`src/rtl/reset_sequencer.sv`:
```
`default_nettype none
// ============================================================================
// Module      : reset_sequencer
// Description : Owns the CPU reset line. Merges button, qualified DTR and
//               watchdog reset sources, stretches each reset to a minimum
//               width, holds reset while DTR stays high, and records the
//               cause and a saturating count of resets for readback.
// Revision    : 1.0 - initial release
// ============================================================================
module reset_sequencer #(
  parameter int DTR_MIN_CYCLES = 5000000,
  parameter int RST_CYCLES     = 16,
  parameter int WDT_CYCLES     = 25000000
) (
  input  logic       i_clk,
  input  logic       i_rst_n,
  input  logic       i_btn_stb,
  input  logic       i_dtr,
  input  logic       i_wdt_en,
  input  logic       i_wdt_kick,
  output logic       o_cpu_rst,
  output logic [1:0] o_rst_cause,
  output logic [7:0] o_rst_count,
  output logic       o_running
);

  // Counter widths sized to hold their terminal values
  localparam int DTR_W = $clog2(DTR_MIN_CYCLES + 1);
  localparam int RST_W = $clog2(RST_CYCLES + 1);
  localparam int WDT_W = $clog2(WDT_CYCLES + 1);

  localparam logic [DTR_W-1:0] C_DTR_MAX    = DTR_W'(DTR_MIN_CYCLES);
  localparam logic [RST_W-1:0] C_WIDTH_LAST = RST_W'(RST_CYCLES - 1);
  localparam logic [WDT_W-1:0] C_WDT_LAST   = WDT_W'(WDT_CYCLES - 1);

  localparam logic [1:0] C_CAUSE_POR = 2'd0;
  localparam logic [1:0] C_CAUSE_BTN = 2'd1;
  localparam logic [1:0] C_CAUSE_DTR = 2'd2;
  localparam logic [1:0] C_CAUSE_WDT = 2'd3;

  typedef enum logic [1:0] {
    ST_ASSERT = 2'd0,
    ST_HOLD   = 2'd1,
    ST_RUN    = 2'd2
  } state_t;

  state_t           r_state;
  logic [RST_W-1:0] r_width_cnt;
  logic [DTR_W-1:0] r_dtr_cnt;
  logic [WDT_W-1:0] r_wdt_cnt;

  logic       w_dtr_trig;
  logic       w_wdt_expire;
  logic       w_run_trig;
  logic [1:0] w_cause;
  logic [7:0] w_count_next;

  // Trigger qualification and priority encoding (BTN > DTR > WDT)
  always_comb begin
    w_dtr_trig   = (r_dtr_cnt == C_DTR_MAX);
    w_wdt_expire = i_wdt_en && !i_wdt_kick && (r_wdt_cnt == C_WDT_LAST);
    w_run_trig   = (r_state == ST_RUN) && (i_btn_stb || w_dtr_trig || w_wdt_expire);
    if (i_btn_stb) begin
      w_cause = C_CAUSE_BTN;
    end else if (w_dtr_trig) begin
      w_cause = C_CAUSE_DTR;
    end else begin
      w_cause = C_CAUSE_WDT;
    end
    // Reset count saturates rather than wrapping
    w_count_next = (o_rst_count == 8'hFF) ? o_rst_count : (o_rst_count + 8'd1);
  end

  // DTR hold-time qualifier: runs in every state, clears whenever DTR drops
  always_ff @(posedge i_clk or negedge i_rst_n) begin
    if (!i_rst_n) begin
      r_dtr_cnt <= '0;
    end else if (!i_dtr) begin
      r_dtr_cnt <= '0;
    end else if (r_dtr_cnt != C_DTR_MAX) begin
      r_dtr_cnt <= r_dtr_cnt + DTR_W'(1);
    end
  end

  // Watchdog counter: only advances in RUN while enabled and not kicked
  always_ff @(posedge i_clk or negedge i_rst_n) begin
    if (!i_rst_n) begin
      r_wdt_cnt <= '0;
    end else if ((r_state != ST_RUN) || w_run_trig || !i_wdt_en || i_wdt_kick) begin
      r_wdt_cnt <= '0;
    end else begin
      r_wdt_cnt <= r_wdt_cnt + WDT_W'(1);
    end
  end

  // Sequencer FSM with registered reset, status and width counter
  always_ff @(posedge i_clk or negedge i_rst_n) begin
    if (!i_rst_n) begin
      r_state     <= ST_ASSERT;
      r_width_cnt <= '0;
      o_cpu_rst   <= 1'b1;
      o_rst_cause <= C_CAUSE_POR;
      o_rst_count <= 8'd0;
      o_running   <= 1'b0;
    end else begin
      case (r_state)
        ST_ASSERT: begin
          // Triggers are ignored here so the pulse width is never restarted
          o_cpu_rst <= 1'b1;
          o_running <= 1'b0;
          if (r_width_cnt == C_WIDTH_LAST) begin
            r_state     <= ST_HOLD;
            r_width_cnt <= '0;
          end else begin
            r_width_cnt <= r_width_cnt + RST_W'(1);
          end
        end
        ST_HOLD: begin
          if (i_btn_stb) begin
            r_state     <= ST_ASSERT;
            r_width_cnt <= '0;
            o_rst_cause <= C_CAUSE_BTN;
            o_rst_count <= w_count_next;
          end else if (!i_dtr) begin
            r_state   <= ST_RUN;
            o_cpu_rst <= 1'b0;
            o_running <= 1'b1;
          end
        end
        ST_RUN: begin
          if (w_run_trig) begin
            r_state     <= ST_ASSERT;
            r_width_cnt <= '0;
            o_cpu_rst   <= 1'b1;
            o_running   <= 1'b0;
            o_rst_cause <= w_cause;
            o_rst_count <= w_count_next;
          end
        end
        default: begin
          r_state     <= ST_ASSERT;
          r_width_cnt <= '0;
          o_cpu_rst   <= 1'b1;
          o_running   <= 1'b0;
        end
      endcase
    end
  end

endmodule
`default_nettype wire

```
`config.mk`:
```
export PLATFORM = sky130hd
export DESIGN_NAME = reset_sequencer
export DESIGN_NICKNAME = d
export VERILOG_FILES = /design/src/rtl/reset_sequencer.sv
export SDC_FILE = /design/constraint.sdc
export NUM_CORES = 1
export LEC_CHECK = 0
export BUFFER_PORTS_ARGS = -buffer_cell sky130_fd_sc_hd__buf_2
export CAP_MARGIN = 20
export CORE_MARGIN = 1.5
export CORE_UTILIZATION = 60
export CTS_BUF_LIST = sky130_fd_sc_hd__clkbuf_4 sky130_fd_sc_hd__clkbuf_8 sky130_fd_sc_hd__clkbuf_16
export CTS_CLUSTER_DIAMETER = 40
export DETAILED_ROUTE_END_ITERATION = 10
export PLACE_DENSITY = 0.81
export SYNTH_ARGS = -nofsm -noshare
export SYNTH_HDL_FRONTEND = slang
export SYNTH_SLANG_ARGS = --single-unit
```
`constraint.sdc`:
```
create_clock -name i_clk -period 8.1 [get_ports i_clk]
set_input_delay 1.215 -clock i_clk [delete_from_list [all_inputs] [get_ports i_clk]]
set_output_delay 1.215 -clock i_clk [all_outputs]
set_load 0.01 [all_outputs]
```
==> results.yml <==
timing:
  rsz0062_at_grt: "no"
  setup_viol: 0
  finalSetupTns_ns: 0
  finalCritPeriodShare: 0.409
  relSlewSlack: 0.301
  fmax_mhz: 302
  maxSlewViolCount: 0
  fin_crit_ns: 3.31
  final-hold-violation-count: 0
  finClkSkew_ns: 0.00543
  worst_slew_pin_slew_ns: 1.04
clocking:
  cts_tree: "done"
  insertion_delay_ns: 0.35
  cts_hold_buf: 0
  cts_made_buffers: 9
  cts_sinks: 67
  cts_resized: 0
  path_clk_slew_ns: 0.07
  postCtsSetupBuffers: 0
  htreeDepth: 3
  cts-root-buf: "clkbuf_8"
  clock_path_buffers: 2
floorplan:
  fp.dieW_um: 77.9
  initial_utilization: 0.615
  fp.dieH_um: 77.9
  dieArea_sq_mm: 0.00607
  rows: 27
  io_pins: 18
  core_area_sq_mm: 0.00547
global_routing:
  grt_max_degree: 68
  antenna_found_initial: 0
  grt_pass1_wl_mm: 11.2
  grt_overflow: 0
  grtUsageTotal: 0.240
  grt_pass1_vias: 2432
drt:
  wl_per_cell_um: 14.6
  wl_met2_mm: 3.21
  routed-via-count: 2546
  antenna_left: 0
  post-route-drc-count: 0
  routed_via_density: 5.63
  met3WireLength_um: 202
  finalWirelength_mm: 6.60
  wl_met1_mm: 3.01
  dr.pass1.iters: 4
  top_layer: "met4"
  first_iter_violations: 137
synth:
  ys_ff_latch: 67
  yosys-top-cells-count: "66 x dfrtp_1, 59 x nor2_1, 39 x nand2_1"
  synth-edff-count: 0
  yosys.area.top_type: "dfrtp_1"
  synth_ff_type: "dfrtp_1"
  syn_area_per_cell_sq_um: 9.57
  synth-async-reset-ratio: 1.00
  synthTopCellsByArea: "dfrtp_1 49%, nor2_1 6.6%, xor2_1 6.2%, xnor2_1 6.0%, nand2_1 4.3%"
  synth_most_common_cell: "dfrtp_1"
  synth.top_cell.area_share: 0.490
  synth_warnings: 0
  synth.distinct_cells: 39
  yosysSeqAreaShare: 0.498
  syn_area_sq_mm: 0.00337
  syn_nets: 366
  syn_inst: 352
critical_path:
  slowest_delay_ns: 0.60
  cp_max_fo: 24
  slowest_stage: "nand2_1"
  critPathLaunchType: "input pin"
  path_cells: "buf_2 -> nor2b_1 -> or4b_1 -> or4_4 -> and3_4 -> nand2_1 -> nor2_1"
  end_kind: "flip-flop"
  worstPathRequired_ns: 8.29
  criticalPathCategory: "input pin to flip-flop"
  crit_arrival_ns: 3.51
outcome:
  outcome: "finished clean"
layout:
  n_fill_cell: 427
  nets: 389
  final_util: 0.680
  fin_cells: 452
  area_growth_pct: 10.4
  regArea_sq_mm: 0.00168
  drive_gt1_frac: 0.124
  multiInputGateArea_sq_mm: 0.00162
  antenna_cells: 0
hold_path:
  hold_path.class: "flip-flop to flip-flop"
placement:
  place.gp.congestion: 0.853
  placedCellCount: 436
  dp_hpwl_mm: 4.33
  port_buffers: 17
power:
  leakagePower_nw: 1.60
  total_power_mw: 0.894
  cellPowerDensity_mw_per_mm2: 240
  ir_drop_uv: 269
job:
  maxCapViolCount: 0
-- layout by cell type (no fill, tap or decap), drive strengths merged, types with 3 or more instances in the layout --
cell type and instances:
mux2 3, and3 12, clkbuf 15, nand4 7, nor2 59, inv 10
nand2 39, ha 8, a21oi 9, dfrtp 66, nor4b 5, xor2 24
buf 18, a31oi 4, nand3 25, nor4 3, or4 4, xnor2 24
or3 4, nor3 10, or2 3, o21ai 12
-- power breakdown --
group	internal, mW	total, mW	switching, mW
Combinational	0.0912	0.207	0.116
Sequential	0.373	0.411	0.0383
Clock	0.151	0.276	0.125
-- sequential cells by signal (all words and copies together) (netlist names) --
| register | flops |
|---|---|
| o_rst_count | 8 |
| o_rst_cause | 2 |
| r_state | 2 |
| o_cpu_rst | 1 |
| o_running | 1 |
| r_wdt_cnt | 25 |
| r_width_cnt | 5 |
| r_dtr_cnt | 23 |
-- routing by layer --
metal,GRT usage,vias up
met5,0,-
met2,0.380,46
met4,0.141,0
li1,-,1244
met3,0.0482,18
met1,0.304,1238
-- final timing paths --
path                                start             end  slack, ns  cells past startpoint
setup / recovery               i_wdt_kick    r_wdt_cnt[7]       4.79                      7
setup reg to reg             r_dtr_cnt[0]    r_wdt_cnt[7]       5.23                      8
min in group asynchronous         i_rst_n   r_dtr_cnt[16]       1.05                      2
hold reg to reg            o_rst_count[6]  o_rst_count[6]       0.50                      1
max in group asynchronous         i_rst_n   r_wdt_cnt[17]       6.52                      2
hold / removal             o_rst_count[6]  o_rst_count[6]       0.50                      1
-- through the flow --
stage	setup slack, ns	cell area [sq um]	hold slack [ns]
final	4.79	3720	0.500
after CTS	4.79	3720	0.496
after global placement	4.55	3520	0.473
after global routing	4.62	3720	0.515
after floorplan	4.66	3370	0.455
after detailed placement	4.44	3520	0.484
-- critical path: cells and delay by family --
family / cells / cell delay, ns
AND/OR/NAND/NOR: 6 / 2.20
buffers and inverters: 1 / 0.09
-- cell type report --
cell class	instances	area share
clock buffers	15	0.0521
repair buffers	18	0.0249
well taps	72	0.0242
flip-flops and latches	67	0.451
inverters	10	0.0101
multi-input cells	269	0.436
clock inverters	1	0.00135
-- cell families (layout without fill, tap and decap cells) --
group | Yosys count | count (layout) | share of synthesized area
AND/OR/NAND/NOR | 180 | 180 | 0.263
flip-flops | 67 | 67 | 0.498
XOR/XNOR | 48 | 48 | 0.127
AO/OA/AOI/OAI | 30 | 30 | 0.0509
buffers and inverters | 16 | 44 | 0.0201
adder cells (fa/ha/maj) | 8 | 8 | 0.0297
multiplexers | 3 | 3 | 0.0111
Note: power is estimated with default switching activity, not from simulation.
